File: config.mk
export PLATFORM = sky130hd
export DESIGN_NAME = mem_stage_lsu
export DESIGN_NICKNAME = d
export VERILOG_FILES = /design/src/rtl/mem_stage_lsu.sv
export SDC_FILE = /design/constraint.sdc
export NUM_CORES = 1
export LEC_CHECK = 0
export CORE_MARGIN = 2
export CORE_UTILIZATION = 44
export CTS_CLUSTER_DIAMETER = 50
export DETAILED_ROUTE_END_ITERATION = 10
export MAX_ROUTING_LAYER = met4
export PLACE_DENSITY = 0.79
export SYNTH_ARGS = -nofsm -noshare
export SYNTH_HDL_FRONTEND = slang
export SYNTH_SLANG_ARGS = --single-unit
File: constraint.sdc
create_clock -name clk -period 2.4 [get_ports clk]
set_input_delay 0.24 -clock clk [delete_from_list [all_inputs] [get_ports clk]]
set_output_delay 0.24 -clock clk [all_outputs]
set_load 0.1 [all_outputs]
File: src/rtl/mem_stage_lsu.sv
// mem_stage_lsu: MEM-stage load/store unit. Runs one req/ack data-memory
// transaction at a time, lane-aligns stores and extends loads, stalling until done.
module mem_stage_lsu (
  input  logic        clk,
  input  logic        resetn,
  input  logic        i_valid,
  input  logic [31:0] i_instr,
  input  logic [31:0] i_addr,
  input  logic [31:0] i_store_data,
  input  logic        i_LL_bit,
  input  logic        i_flush,
  output logic        o_dmem_req,
  output logic        o_dmem_we,
  output logic [31:0] o_dmem_addr,
  output logic [31:0] o_dmem_wdata,
  output logic [3:0]  o_dmem_be,
  input  logic        i_dmem_ack,
  input  logic [31:0] i_dmem_rdata,
  output logic        o_stall,
  output logic        o_result_valid,
  output logic [31:0] o_result,
  output logic        o_except_valid,
  output logic [4:0]  o_except_cause,
  output logic        o_LL_set,
  output logic        o_LL_clear
);
  localparam logic [5:0] OP_LB  = 6'h20;
  localparam logic [5:0] OP_LH  = 6'h21;
  localparam logic [5:0] OP_LW  = 6'h23;
  localparam logic [5:0] OP_LBU = 6'h24;
  localparam logic [5:0] OP_LHU = 6'h25;
  localparam logic [5:0] OP_LL  = 6'h30;
  localparam logic [5:0] OP_SB  = 6'h28;
  localparam logic [5:0] OP_SH  = 6'h29;
  localparam logic [5:0] OP_SW  = 6'h2B;
  localparam logic [5:0] OP_SC  = 6'h38;

  typedef enum logic [1:0] {IDLE = 2'd0, REQ = 2'd1, DONE = 2'd2, DRAIN = 2'd3} state_t;

  function automatic logic is_load(input logic [5:0] op);
    case (op)
      OP_LB, OP_LH, OP_LW, OP_LBU, OP_LHU, OP_LL: is_load = 1'b1;
      default:                                    is_load = 1'b0;
    endcase
  endfunction

  function automatic logic is_store(input logic [5:0] op);
    case (op)
      OP_SB, OP_SH, OP_SW, OP_SC: is_store = 1'b1;
      default:                    is_store = 1'b0;
    endcase
  endfunction

  function automatic logic misaligned(input logic [5:0] op, input logic [1:0] lo);
    case (op)
      OP_LH, OP_LHU, OP_SH:       misaligned = lo[0];
      OP_LW, OP_LL, OP_SW, OP_SC: misaligned = (lo != 2'b00);
      default:                    misaligned = 1'b0;
    endcase
  endfunction

  function automatic logic [3:0] lane_be(input logic [5:0] op, input logic [1:0] lo);
    case (op)
      OP_LB, OP_LBU, OP_SB: lane_be = 4'b0001 << lo;
      OP_LH, OP_LHU, OP_SH: lane_be = lo[1] ? 4'b1100 : 4'b0011;
      default:              lane_be = 4'b1111;
    endcase
  endfunction

  function automatic logic [31:0] lane_wdata(input logic [5:0] op, input logic [31:0] d);
    case (op)
      OP_SB:   lane_wdata = {4{d[7:0]}};
      OP_SH:   lane_wdata = {2{d[15:0]}};
      default: lane_wdata = d;
    endcase
  endfunction

  function automatic logic [31:0] load_extend(input logic [5:0] op, input logic [1:0] lo,
                                              input logic [31:0] w);
    logic [7:0]  b;
    logic [15:0] h;
    case (lo)
      2'd0:    b = w[7:0];
      2'd1:    b = w[15:8];
      2'd2:    b = w[23:16];
      default: b = w[31:24];
    endcase
    h = lo[1] ? w[31:16] : w[15:0];
    case (op)
      OP_LB:   load_extend = {{24{b[7]}}, b};
      OP_LBU:  load_extend = {24'd0, b};
      OP_LH:   load_extend = {{16{h[15]}}, h};
      OP_LHU:  load_extend = {16'd0, h};
      default: load_extend = w;
    endcase
  endfunction

  state_t      state_r, state_next_s;
  logic [5:0]  op_r;
  logic [1:0]  lo_r;
  logic [29:0] addr_r;
  logic [31:0] wdata_r, rdata_r;
  logic [3:0]  be_r;
  logic [5:0]  opcode_s;
  logic        accept_s, start_s;
  logic        unused_s;

  assign opcode_s = i_instr[31:26];
  assign unused_s = ^i_instr[25:0];
  // Reset also blocks acceptance so every output reads 0 while resetn is low.
  assign accept_s = resetn & i_valid & ~i_flush & (is_load(opcode_s) | is_store(opcode_s));

  // Next-state and output decode
  always_comb begin
    state_next_s   = state_r;
    start_s        = 1'b0;
    o_dmem_req     = 1'b0;
    o_dmem_we      = 1'b0;
    o_dmem_addr    = 32'd0;
    o_dmem_wdata   = 32'd0;
    o_dmem_be      = 4'd0;
    o_stall        = 1'b0;
    o_result_valid = 1'b0;
    o_result       = 32'd0;
    o_except_valid = 1'b0;
    o_except_cause = 5'd0;
    o_LL_set       = 1'b0;
    o_LL_clear     = 1'b0;
    case (state_r)
      IDLE: begin
        if (!accept_s) begin
          state_next_s = IDLE;
        end else if (misaligned(opcode_s, i_addr[1:0])) begin
          o_except_valid = 1'b1;
          o_except_cause = is_load(opcode_s) ? 5'd4 : 5'd5;
        end else if ((opcode_s == OP_SC) && !i_LL_bit) begin
          o_result_valid = 1'b1;
          o_LL_clear     = 1'b1;
        end else begin
          o_stall      = 1'b1;
          start_s      = 1'b1;
          state_next_s = REQ;
        end
      end
      REQ, DRAIN: begin
        // A request once raised is held until acked, even across a flush.
        o_dmem_req   = 1'b1;
        o_stall      = 1'b1;
        o_dmem_we    = is_store(op_r);
        o_dmem_addr  = {addr_r, 2'b00};
        o_dmem_wdata = wdata_r;
        o_dmem_be    = be_r;
        if (i_dmem_ack) begin
          state_next_s = ((state_r == REQ) && !i_flush) ? DONE : IDLE;
        end else if (i_flush) begin
          state_next_s = DRAIN;
        end else begin
          state_next_s = state_r;
        end
      end
      DONE: begin
        state_next_s = IDLE;
        if (i_flush) begin
          o_result_valid = 1'b0;
        end else if (op_r == OP_SC) begin
          o_result_valid = 1'b1;
          o_result       = 32'd1;
          o_LL_clear     = 1'b1;
        end else if (is_load(op_r)) begin
          o_result_valid = 1'b1;
          o_result       = rdata_r;
          o_LL_set       = (op_r == OP_LL);
        end else begin
          o_result_valid = 1'b0;
        end
      end
      default: state_next_s = IDLE;
    endcase
  end

  // State register, transaction latch and load-data capture
  always_ff @(posedge clk or negedge resetn) begin
    if (!resetn) begin
      state_r <= IDLE;
      op_r    <= 6'd0;
      lo_r    <= 2'd0;
      addr_r  <= 30'd0;
      wdata_r <= 32'd0;
      be_r    <= 4'd0;
      rdata_r <= 32'd0;
    end else begin
      state_r <= state_next_s;
      if (start_s) begin
        op_r    <= opcode_s;
        lo_r    <= i_addr[1:0];
        addr_r  <= i_addr[31:2];
        wdata_r <= lane_wdata(opcode_s, i_store_data);
        be_r    <= lane_be(opcode_s, i_addr[1:0]);
      end
      if ((state_r == REQ) && i_dmem_ack) begin
        rdata_r <= load_extend(op_r, lo_r, i_dmem_rdata);
      end
    end
  end
endmodule

# Yosys cells after proc, flatten, opt, wreduce, memory -nomap -nowiden
# Cells that the tools add are included.
[totals]
ff_bits = 108
in_bits = 134
output_inout_bits = 112
elab_cells = 119
[classes]
n_eq_ne = 28
shift = 1
mux = 61
bitwise_logic = 5
n_reduce_logical = 17
[ops]
columns = ["op", "count"]
rows = [
  ["32-bit two-way mux", 6],
  ["32-bit case mux with 4 select lines", 1],
  ["6-bit equality test (second input constant)", 20],
  ["32-bit case mux with 2 select lines", 1],
  ["1-bit two-way mux", 34],
  ["8-bit case mux with 3 select lines", 1],
  ["16-bit two-way mux", 1],
  ["2-bit two-way mux", 6],
  ["4-bit OR reduction", 3],
  ["6-bit OR reduction", 2],
  ["3-bit two-way mux", 3],
  ["3-bit != test (second input constant)", 3],
  ["4-bit two-way mux", 2],
  ["1-bit case mux with 2 select lines", 4],
  ["4-bit case mux with 2 select lines", 1],
  ["2-bit equality test (second input constant)", 3],
  ["2-bit case mux with 3 select lines", 1],
  ["3-bit OR reduction", 2],
  ["2-bit by 1-bit equality test with 1-bit output (second input constant)", 2],
  ["2-bit logical NOT", 2],
  ["1-bit by 2-bit << shifter with 4-bit output (first input constant)", 1],
  ["1-bit AND", 3],
  ["1-bit logical AND", 3],
  ["3-bit AND reduction", 1],
  ["other kinds (5)", 6],
]

# Logic depth before layout (Yosys ltp)
[depth]
ltp_word = 14
ltp_mapped = 7

# Worst setup path before layout
# OpenSTA, ideal clock, no wires.
[synth_path]
kind = "input -> output"
startpoint = "in i_instr[26]"
endpoint = "out o_LL_clear"
t_arrival_ps = 3528
required_time_ps = 2160
setup_slack_ps = -1368
path_stages = 5
cell_sequence = "buf_2 > or3b_4 > a2111oi_4 > nor2_1 > o31ai_1"
[synth_between]
elab_chain_len = 8
elab_cells_between_ends = 26
classes_between = "eq/ne: 10; mux: 9; bitwise: 2; reduce/logical: 5"
[synth_rtl]
columns = ["element", "line_no", "source"]
rows = [
  ["from (decl)", "7", "input logic [31:0] i_instr,"],
  ["6-bit equality test, on equally long branches", "--", ""],
  ["4-bit OR reduction / 3-bit OR reduction (equally long branches)", "55", "case (op)"],
  ["1-bit case mux with 2 select lines", "55", ""],
  ["1-bit two-way mux", "131", "if (!accept_s) begin"],
  ["1-bit two-way mux", "129", "case (state_r)"],
  ["1-bit two-way mux", "133", "end else if (misaligned(opcode_s, i_addr[1:0])) begin"],
  ["1-bit two-way mux *", "131", ""],
  ["1-bit case mux with 2 select lines *", "129", ""],
  ["to (decl)", "25", "output logic o_LL_clear"],
]
# Every way passes the cells marked *; elsewhere a longest branch is shown, timed or not. The select of a mux whose other input is x is not followed.

# Final worst setup path
[layout_path]
startpoint = "reg state_r[0]"
endpoint = "out o_LL_clear"
[layout_between]
elab_chain_len = 2
elab_cells_between_ends = 3
classes_between = "eq/ne: 1; mux: 1; reduce/logical: 1"
[layout_rtl]
columns = ["element", "line_no", "source"]
rows = [
  ["from (decl)", "98", "state_t state_r, state_next_s;"],
  ["from (signal assigned)", "192", "state_r <= state_next_s;"],
  ["2-bit equality test / 2-bit logical NOT (equally long branches)", "129", ""],
  ["1-bit case mux with 2 select lines *", "129", ""],
]
# Every way passes the cells marked *; elsewhere a longest branch is shown, timed or not.

==> flow_metrics.env <==
export IMPL_synth_ff_type="dfrtp_1"
export IMPL_path_clk_slew_ns=0.07
export IMPL_cp_max_fo=5
export IMPL_antenna_found_initial=1
export IMPL_layout_commonest_cell="buf_12"
export IMPL_arrival_ns=2.06
export IMPL_synth_top_cell_by_area="dfrtp_1"
export IMPL_rsz0062_at_grt="no"
export IMPL_critPathLaunch="state_r[0]"
export IMPL_clock_latency_ns=0.36
export IMPL_worstRegToRegCells=4
export IMPL_irDropWorstVdd_mv=0.421
export IMPL_grtUsageTotal_pct=27.6
export IMPL_drc=0
export IMPL_fin_ws_ns=0.102
export IMPL_grt_pass1_wl_mm=29.9
export IMPL_hold_class="in2async"
export IMPL_p_leak_uw=0.00446
export IMPL_max_freq_ghz=0.435
export IMPL_synth_top_cell_area_share_pct=44.8
export IMPL_status="finished clean"
export IMPL_crit_family="simple AND/OR/NAND/NOR gates"
export IMPL_cts_tree="built"
export IMPL_ys_types=50
export IMPL_worst_setup_path_start_kind="register"
export IMPL_cts_buffer_depth=2
export IMPL_drv_cap=0
export IMPL_crit_path_end_kind="primary output"
export IMPL_grt_pass1_vias=5564
export IMPL_post_route_period_util_pct=95.7
export IMPL_core_rowCount=42
export IMPL_cp_required_ns=2.16
export IMPL_layout_common_cells="112 x buf_12, 108 x dfrtp_1, 103 x clkdlybuf4s50_1"
export IMPL_nNetsFinal=908
export IMPL_reg2reg_from="op_r[3]"
export IMPL_filler_cell_count=807
export IMPL_finalClockSkew_ns=0.00696
export IMPL_netlist_instances=550
export IMPL_floorplan_initialDensity_pct=45.4
export IMPL_cts_buffers=9
export IMPL_crit_buf_inv=1
export IMPL_avgSynthCellArea_um2=11.0
export IMPL_root_buffer="clkbuf_16"
export IMPL_drtIter0Drc=425
export IMPL_slew_violations=0
export IMPL_cpMaxStageDelayCell="dfrtp_1"
export IMPL_num_vias=5232
export IMPL_synth_edf_count=0
export IMPL_synthTopCellsByArea="dfrtp_1 45%, mux2_2 12%, and2_1 9.6%"
export IMPL_drt_antenna_violating_nets=0
export IMPL_synth_async_reset_ratio_pct=100
export IMPL_core_area_um2=13300
export IMPL_grt_ovfl_total=0
export IMPL_clock_sinks=108
export IMPL_avgViaCountPerCell=5.47
export IMPL_portBuffers=214
export IMPL_path_depth=4
export IMPL_critPathKind="reg2out"
export IMPL_p_per_area_nw_per_um2=550
export IMPL_drtPass1Iterations=5
export IMPL_period_needed_ns=2.30
export IMPL_dp_hpwl_mm=14.4
export IMPL_worst_pin_slew_ns=0.853
export IMPL_ys_ff_latch=108
export IMPL_crit_chain="or2_2 -> or2_1 -> o31ai_2 -> buf_12"
export IMPL_die_area_um2=14700
export IMPL_fp_dieH_um=121
export IMPL_slew_headroom_pct=43.1
export IMPL_drive_above_1_share_pct=36.8
export IMPL_h_tree_depth=3
export IMPL_grt_max_degree=66
export IMPL_ys_seq_area_share_pct=44.8
export IMPL_wl_per_cell_um=20.3
export IMPL_holdBufCountCts=0
export IMPL_place_ws_ns=-0.0976
export IMPL_fin_util_pct=75.3
export IMPL_ios=246
export IMPL_drt_wl_total_mm=19.4
export IMPL_yosysWarnings=0
export IMPL_cpPeakStageDelay_ns=0.41
export IMPL_die_w_um=121
export IMPL_area_growth_pct=66.1
export IMPL_netlist_area_um2=6030
export IMPL_gp_congestion=0.961
export IMPL_finalHoldViolCount=0
export IMPL_setup_violations_final=0
[cells by family after synthesis]
kind of cell	after synthesis	synth area share, %
xor gates and xnor gates	1	0.145
buffers and inverters	51	4.30
and+or+nand+nor	198	17.9
AOI/OAI and AO/OA	85	9.57
other	1	0.0622
DFF	108	44.8
muxes	106	23.2
[sequential cells by signal, summed over array words and instances (netlist names)]
name and cells:
addr_r 30, rdata_r 32, state_r 2, op_r 6
be_r 4, wdata_r 32, lo_r 2
[through the flow]
stage	TNS, ns	instances	hold slack (ns)	total power, uW	area (um2)
after global routing	0	956	0.0602	5750	10000
after detailed placement	-4.36	936	0.414	3830	9610
final	0	956	0.0134	5510	10000
after floorplan	-0.504	554	-0.0556	3280	6100
after global placement	-2.73	936	0.399	3740	9610
after CTS	-0.0655	954	0.0249	5520	9980
[worst paths after layout]
kind | end | slack (ns)
worst max-delay path | o_LL_clear | 0.10
worst min-delay path | rdata_r[29] | 0.01
worst max register to register | rdata_r[11] | 0.16
worst min register to register | addr_r[1] | 0.50
max in group asynchronous | wdata_r[20] | 1.72
min in group clk | op_r[4] | 0.39
[worst register-to-register path, stage by stage (launching register included)]
cell and delay, ns:
dfrtp_1 0.43, or4b_2 0.82, a21o_1 0.42, a22oi_1 0.34, a21oi_1 0.10
[synthesized netlist by cell type, drive strengths merged (2+ instances only)]
cell / n
nand2: 29
inv: 8
nor3b: 4
buf: 22
a211oi: 3
or2: 3
clkbuf: 21
a31oi: 8
a221oi: 2
a32o: 3
mux4: 8
or3b: 2
a21oi: 33
mux2: 98
and2: 93
nor2: 47
o21ai: 6
o21bai: 2
a22oi: 19
nand3b: 4
dfrtp: 108
nand2b: 7
nor2b: 2
a21o: 2
[area by class of cell]
cell class	count	area [um2]	share of cell area [%]
multi-input combinational	395	3160	31.6
sequential	108	2700	27.0
inverter	8	30.0	0.300
clock inverter	5	81.3	0.812
antenna	1	2.50	0.0250
timing repair buffer	252	3570	35.6
tap	176	220	2.20
clock buffer	11	253	2.52
[routing by layer]
metal	vias to the layer above	wire, um	global-route usage [%]	share of wire [%]
met5	-	0	-	0
met3	24	1990	8.93	10
met2	268	9780	46.2	50
li1	2340	-	-	-
met1	2600	7250	31.3	37
met4	0	388	9.23	2.0
[timing repair]
item                                    in CTS  in global routing
gates resized for setup                      7                  4
endpoints found under the setup margin      16                  7
pin swaps                                    5                  5
setup buffers                                2                  1
endpoints found under the hold margin        0                  0
[where the power goes]
group | switching [uW] | internal [uW] | total, uW
clock | 709 | 975 | 1680
sequential | 242 | 2240 | 2480
combinational | 640 | 709 | 1350
Power figures use the tool's default switching activity.
